$ cat config.mk
export PLATFORM = sky130hd
export DESIGN_NAME = frame_writer
export DESIGN_NICKNAME = d
export VERILOG_FILES = /design/src/rtl/frame_writer_pkg.sv /design/src/rtl/frame_writer_coord_delay_line.sv /design/src/rtl/frame_writer.sv
export SDC_FILE = /design/constraint.sdc
export NUM_CORES = 1
export LEC_CHECK = 0
export ABC_AREA = 1
export BUFFER_PORTS_ARGS = -buffer_cell sky130_fd_sc_hd__clkbuf_2
export CORE_ASPECT_RATIO = 0.7
export CORE_MARGIN = 4
export CORE_UTILIZATION = 50
export CTS_CLUSTER_DIAMETER = 50
export DETAILED_ROUTE_END_ITERATION = 8
export HOLD_SLACK_MARGIN = 0.1
export PLACE_DENSITY_LB_ADDON = 0.15
export SYNTH_ARGS = -nofsm -noshare
export SYNTH_HDL_FRONTEND = slang
export SYNTH_SLANG_ARGS = --single-unit
$ cat constraint.sdc
create_clock -name clk_wr -period 1.8 [get_ports clk_wr]
set_clock_uncertainty 0.1 [all_clocks]
set_input_delay 0.27 -clock clk_wr [delete_from_list [all_inputs] [get_ports clk_wr]]
set_output_delay 0.27 -clock clk_wr [all_outputs]
set_load 0.02 [all_outputs]
$ cat src/rtl/frame_writer_pkg.sv
// rtl/frame_writer_pkg.sv - shared types and constants for the frame writer
package frame_pkg;

   localparam int DEF_COOR_WIDTH = 12;
   localparam int DEF_HSIZE      = 720;
   localparam int DEF_VSIZE      = 540;
   localparam int DEF_RENDER_LAT = 2;

   typedef logic [DEF_COOR_WIDTH-1:0] coord_t;
   typedef logic [11:0]               pixel_t;

   typedef enum logic [1:0] {
      IDLE  = 2'd0,
      SWEEP = 2'd1,
      DRAIN = 2'd2,
      DONE  = 2'd3
   } fw_state_e;

   // Magenta marks a pixel the renderer failed to deliver
   localparam pixel_t UNDERFLOW_COLOR = 12'hF0F;

endpackage

$ cat src/rtl/frame_writer_coord_delay_line.sv
// rtl/frame_writer_coord_delay_line.sv - fixed-depth delay of {x, y, valid} matching renderer latency
module coord_delay_line #(
   parameter int W     = 12,
   parameter int DEPTH = 2
) (
   input  logic         clk,
   input  logic         rst_n,
   input  logic [W-1:0] in_x,
   input  logic [W-1:0] in_y,
   input  logic         in_valid,
   output logic [W-1:0] out_x,
   output logic [W-1:0] out_y,
   output logic         out_valid
);

   logic [W-1:0] x_q [DEPTH];
   logic [W-1:0] x_d [DEPTH];
   logic [W-1:0] y_q [DEPTH];
   logic [W-1:0] y_d [DEPTH];
   logic         v_q [DEPTH];
   logic         v_d [DEPTH];

   // Next state: stage 0 takes the live request, every other stage takes its predecessor
   always_comb begin
      x_d[0] = in_x;
      y_d[0] = in_y;
      v_d[0] = in_valid;
      for (int i = 1; i < DEPTH; i++) begin
         x_d[i] = x_q[i-1];
         y_d[i] = y_q[i-1];
         v_d[i] = v_q[i-1];
      end
   end

   // Shift register with synchronous clear so a reset discards in-flight requests
   always_ff @(posedge clk) begin
      if (!rst_n) begin
         for (int i = 0; i < DEPTH; i++) begin
            x_q[i] <= '0;
            y_q[i] <= '0;
            v_q[i] <= 1'b0;
         end
      end else begin
         x_q <= x_d;
         y_q <= y_d;
         v_q <= v_d;
      end
   end

   assign out_x     = x_q[DEPTH-1];
   assign out_y     = y_q[DEPTH-1];
   assign out_valid = v_q[DEPTH-1];

endmodule

$ cat src/rtl/frame_writer.sv
// rtl/frame_writer.sv - raster sweep producer realigning renderer pixels to RAM writes (option FRAME_WRITER_OVERRUN_EN)
module frame_writer
   import frame_pkg::*;
#(
   parameter int COOR_WIDTH = DEF_COOR_WIDTH,
   parameter int HSIZE      = DEF_HSIZE,
   parameter int VSIZE      = DEF_VSIZE,
   parameter int RENDER_LAT = DEF_RENDER_LAT
) (
   input  logic                  clk_wr,
   input  logic                  rst_n,
   input  logic                  frame_start,
   output logic [COOR_WIDTH-1:0] req_x,
   output logic [COOR_WIDTH-1:0] req_y,
   output logic                  req_valid,
   input  pixel_t                pix_data,
   input  logic                  pix_valid,
   output logic [COOR_WIDTH-1:0] write_x,
   output logic [COOR_WIDTH-1:0] write_y,
   output pixel_t                input_pixel,
   output logic                  write_valid,
   output logic                  write_finished,
   output logic                  busy,
   output logic                  err_underflow
`ifdef FRAME_WRITER_OVERRUN_EN
   ,
   output logic [7:0]            overrun_cnt
`endif
);

   if (HSIZE >= 2**COOR_WIDTH || VSIZE >= 2**COOR_WIDTH) begin : g_bad_size
      $error("frame_writer: HSIZE/VSIZE do not fit in COOR_WIDTH");
   end
   if (RENDER_LAT < 1 || RENDER_LAT > 8) begin : g_bad_lat
      $error("frame_writer: RENDER_LAT must be 1..8");
   end

   localparam logic [1:0] ST_IDLE  = IDLE;
   localparam logic [1:0] ST_SWEEP = SWEEP;
   localparam logic [1:0] ST_DRAIN = DRAIN;
   localparam logic [1:0] ST_DONE  = DONE;

   localparam logic [COOR_WIDTH-1:0] X_LAST     = COOR_WIDTH'(HSIZE - 1);
   localparam logic [COOR_WIDTH-1:0] Y_LAST     = COOR_WIDTH'(VSIZE - 1);
   localparam logic [3:0]            DRAIN_LAST = 4'(RENDER_LAT);

   logic [1:0]            state_q, state_d;
   logic [COOR_WIDTH-1:0] x_q, x_d, y_q, y_d;
   logic [3:0]            drain_q, drain_d;
   logic [COOR_WIDTH-1:0] wx_q, wx_d, wy_q, wy_d;
   pixel_t                pix_q, pix_d;
   logic                  wv_q, wv_d;
   logic                  err_q, err_d;

   logic [COOR_WIDTH-1:0] dl_x, dl_y;
   logic                  dl_valid;

   assign req_valid = (state_q == ST_SWEEP);
   assign req_x     = x_q;
   assign req_y     = y_q;

   coord_delay_line #(
      .W     (COOR_WIDTH),
      .DEPTH (RENDER_LAT)
   ) u_delay (
      .clk       (clk_wr),
      .rst_n     (rst_n),
      .in_x      (x_q),
      .in_y      (y_q),
      .in_valid  (req_valid),
      .out_x     (dl_x),
      .out_y     (dl_y),
      .out_valid (dl_valid)
   );

   // Sweep FSM plus write-side capture of pixels aligned with their delayed coordinates
   always_comb begin
      state_d = state_q;
      x_d     = x_q;
      y_d     = y_q;
      drain_d = drain_q;
      wx_d    = wx_q;
      wy_d    = wy_q;
      pix_d   = pix_q;
      wv_d    = 1'b0;
      err_d   = err_q;

      case (state_q)
         ST_IDLE: begin
            if (frame_start) begin
               state_d = ST_SWEEP;
               x_d     = '0;
               y_d     = '0;
            end
         end
         ST_SWEEP: begin
            if (x_q == X_LAST) begin
               x_d = '0;
               if (y_q == Y_LAST) begin
                  y_d     = '0;
                  drain_d = '0;
                  state_d = ST_DRAIN;
               end else begin
                  y_d = y_q + 1'b1;
               end
            end else begin
               x_d = x_q + 1'b1;
            end
         end
         ST_DRAIN: begin
            // Last request still travels RENDER_LAT cycles plus the write register
            if (drain_q == DRAIN_LAST) begin
               state_d = ST_DONE;
            end else begin
               drain_d = drain_q + 1'b1;
            end
         end
         default: begin
            state_d = ST_IDLE;
         end
      endcase

      if (dl_valid) begin
         wx_d = dl_x;
         wy_d = dl_y;
         wv_d = 1'b1;
         if (pix_valid) begin
            pix_d = pix_data;
         end else begin
            pix_d = UNDERFLOW_COLOR;
            err_d = 1'b1;
         end
      end
   end

   // State and output registers
   always_ff @(posedge clk_wr) begin
      if (!rst_n) begin
         state_q <= ST_IDLE;
         x_q     <= '0;
         y_q     <= '0;
         drain_q <= '0;
         wx_q    <= '0;
         wy_q    <= '0;
         pix_q   <= '0;
         wv_q    <= 1'b0;
         err_q   <= 1'b0;
      end else begin
         state_q <= state_d;
         x_q     <= x_d;
         y_q     <= y_d;
         drain_q <= drain_d;
         wx_q    <= wx_d;
         wy_q    <= wy_d;
         pix_q   <= pix_d;
         wv_q    <= wv_d;
         err_q   <= err_d;
      end
   end

   assign write_x        = wx_q;
   assign write_y        = wy_q;
   assign input_pixel    = pix_q;
   assign write_valid    = wv_q;
   assign write_finished = (state_q == ST_DONE);
   assign busy           = (state_q != ST_IDLE);
   assign err_underflow  = err_q;

`ifdef FRAME_WRITER_OVERRUN_EN
   logic [7:0] ovr_q, ovr_d;

   // Count frame_start pulses dropped because a frame is in flight
   always_comb begin
      ovr_d = ovr_q;
      if (frame_start && (state_q != ST_IDLE) && (ovr_q != 8'hFF)) begin
         ovr_d = ovr_q + 1'b1;
      end
   end

   // Overrun counter register
   always_ff @(posedge clk_wr) begin
      if (!rst_n) begin
         ovr_q <= '0;
      end else begin
         ovr_q <= ovr_d;
      end
   end

   assign overrun_cnt = ovr_q;
`endif

endmodule

==> results by group <==
Clocking
  • H-Tree Depth: 4
  • Reg clk slew, reported paths: 0.06 ns
  • Clock Tree Root: clkbuf_16
  • Total CTS buffers: 17
  • Clk buf depth: 2
  • CTS tree: done
  • Skew-Pair Late Insertion Delay: 0.40 ns
  • Clock Sinks: 118

Worst hold path
  • Worst hold path class: in2reg

Layout
  • Final nets: 740
  • Final Cell Area: 6157 um^2
  • Fillers: 789
  • Area of the multi-input gates: 1805 um^2
  • FF/Latch Area: 2365 um^2
  • Antenna cells: 0
  • Layout cells sized above 1: 26.55%
  • P&R area growth vs syn: 30.46%

Drt
  • Detail Route Antenna Nets: 0
  • Drt drc: 0
  • Final WL: 10.46 mm
  • Via density: 4.712
  • Via count: 4010
  • Wire per inst: 12.29 um
  • First DRT Iteration DRCs: 213
  • First-pass DRT Iterations: 4

Yosys
  • Synth area leaders: dfxtp_1 50%, nand2_1 10%, nor2_1 6.9%
  • Primary FF master, synth: dfxtp_1
  • Async set or reset register ratio after synthesis: 0%
  • Synth top cells by count: 132 x nand2_1, 118 x dfxtp_1, 87 x nor2_1, 84 x inv_1, 35 x o21ai_0
  • Mapped Area: 4720 um^2
  • Yosys top cell area share: 50.05%
  • Post-synthesis area per instance: 7.762 um^2
  • Post-Syn Instances: 608
  • Post-synth EDFFs: 0
  • Cell variety after synth: 30
  • Syn. warnings: 0
  • Post-synth top area cell: dfxtp_1
  • Register area share after synthesis: 50.05%
  • Syn Nets: 634
  • Top-count cell post-synth: nand2_1
  • Synthesized flop and latch total: 118

Power and ir drop
  • Internal: 6.104 mW
  • Seq pwr share: 33.0%
  • P_sw: 2.595 mW
  • Clock network fraction of total power: 41.3%
  • Pleak: 3.157 nW
  • Switching Fraction: 29.83%
  • Comb pwr share: 25.7%
  • VDD IR-drop max: 0.7331 mV
  • Cell Pwr Density: 1413 nW/um^2

Critical path
  • Worst path max stage delay: 0.35 ns
  • CP Class: reg2out
  • Worst Path Buf+Inv: 3
  • Worst EP required: 1.43 ns
  • Setup crit end kind: output port
  • CP Launch Type: flop
  • Cell chain of the critical path: buf_4 > ha_4 > buf_6 > clkbuf_4
  • Slowest CP cell: dfxtp_2
  • Top delay family on crit path: buffers and inverters
  • Worst Path Max Fanout: 7
  • Crit path arrival time: 1.37 ns

Floorplan
  • I/O pin cnt: 81
  • Die area: 11080 um^2
  • # rows: 29
  • Horiz. Die Dim: 124.1 um
  • Die height: 89.29 um
  • Core area: 9144 um^2
  • Initial Utilization: 51.61%

GRT
  • Overall global routing resource usage: 19.45%
  • Pin count of the biggest net entering global routing: 29
  • Vias in the first global route: 3572
  • Initial antenna violation count: 0
  • Global-route wire length before repair: 16.68 mm
  • Total gr overflow: 0

STA
  • Hold Fails Final Rpt: 0
  • Period utilization: 96.58%
  • Final min period: 1.738 ns
  • Final setup vio count: 0
  • Setup ws final: 0.06164 ns
  • Fmax: 575.3 MHz
  • Least-Margin Pin Slew: 0.4895 ns
  • RSZ-0062 raised after global routing: false
  • Slew HR: 67.33%
  • Max Transition Viols Final: 0

Flow run
  • Max cap viols: 0

Placed design
  • DP Area: 5255 um^2
  • Hpwl dp: 7.180 mm
  • Placer Congestion: 0.8896
  • Setup WS pre-CTS: -0.02760 ns
  • # port buffers: 80

Outcome
  • Status: completed
power groups by stage:
stage	Combinational, mW	Sequential, mW	Clock [mW]
final	2.24	2.87	3.59
after global routing	2.43	2.89	3.77
after CTS	1.96	2.86	3.65
after detailed placement	1.88	2.91	0
after global placement	1.86	2.91	0
after floorplan	1.16	3.01	0
sequential cells by signal (all words and copies together), names as in the netlist, 2 cells and up:
register       cells
drain_q            4
req_y             12
u_delay.y_d       12
write_y           12
u_delay.out_y     12
input_pixel       12
u_delay.out_x     12
req_x             12
u_delay.x_d       12
state_q            2
write_x           12
final cells by class:
class | count | share of cell area (%)
Tap cell | 124 | 2.520
Inverter | 89 | 5.507
Timing Repair Buffer | 132 | 13.86
Clock buffer | 18 | 7.133
Sequential cell | 118 | 38.41
Clock inverter | 14 | 3.251
Multi-Input combinational cell | 356 | 29.32
stage by stage:
| step | hold WS, ns | power [mW] | instances | TNS, ns | util (%) |
|---|---|---|---|---|---|
| after CTS | 0.2263 | 8.466 | 846 | 0 | 66.05 |
| after global placement | 0.2934 | 4.762 | 800 | 0 | 57.47 |
| final | 0.2361 | 8.699 | 851 | 0 | 67.34 |
| after floorplan | 0.2814 | 4.172 | 608 | 0 | - |
| after detailed placement | 0.2974 | 4.791 | 800 | -0.1050 | 57.47 |
| after global routing | 0.2629 | 9.090 | 851 | 0 | 67.34 |
worst paths after layout:
path,depth (start not counted),slack (ns),to,from
setup / recovery,4,0.06,req_valid,state_q[0]
hold / removal,3,0.24,u_delay.out_y[1],rst_n
hold reg to reg,2,0.31,u_delay.out_y[11],u_delay.y_d[11]
setup reg to reg,9,0.11,req_y[3],req_x[0]
metal layers:
metal	share of wire [%]	global-route usage (%)	wire [um]
met1	47	25.95	4960
met2	45	30.05	4705
met3	6.5	5.882	681
met4	1.1	7.157	112
met5	0	0	0
cells by family (layout without fill, tap and decap cells):
| family | count (synthesis) | count (layout) | synth area share (%) |
|---|---|---|---|
| flops | 118 | 118 | 50.05 |
| compound gates | 68 | 68 | 8.802 |
| simple gates | 272 | 272 | 24.31 |
| buf+inv | 134 | 253 | 13.07 |
| xor+xnor | 6 | 6 | 1.113 |
| fa+ha+maj | 10 | 10 | 2.651 |
worst min-delay path, cell delays in order:
cell	delay, ns
clkbuf_2	0.26
nand2_1	0.13
inv_1	0.03
placed cells by master (no fill, tap or decap), drive strengths merged, types with 6 or more instances in the layout:
master / instances
clkinv: 6
inv: 91
o21ai: 37
nand3: 25
nor2: 88
a21oi: 22
nand2: 136
nor3: 9
dfxtp: 118
ha: 10
nand4: 7
clkbuf: 98
xor2: 6
buf: 39
o221a: 8
dlygate4sd3: 13
what timing repair did:
item	4_1_cts	5_1_grt
hold buffers	13	0
endpoints found under the setup margin	12	25
setup buffers	1	5
pin swaps	0	4
resized for setup	3	24
endpoints found under the hold margin	13	0
(Power assumes the default switching activity.)
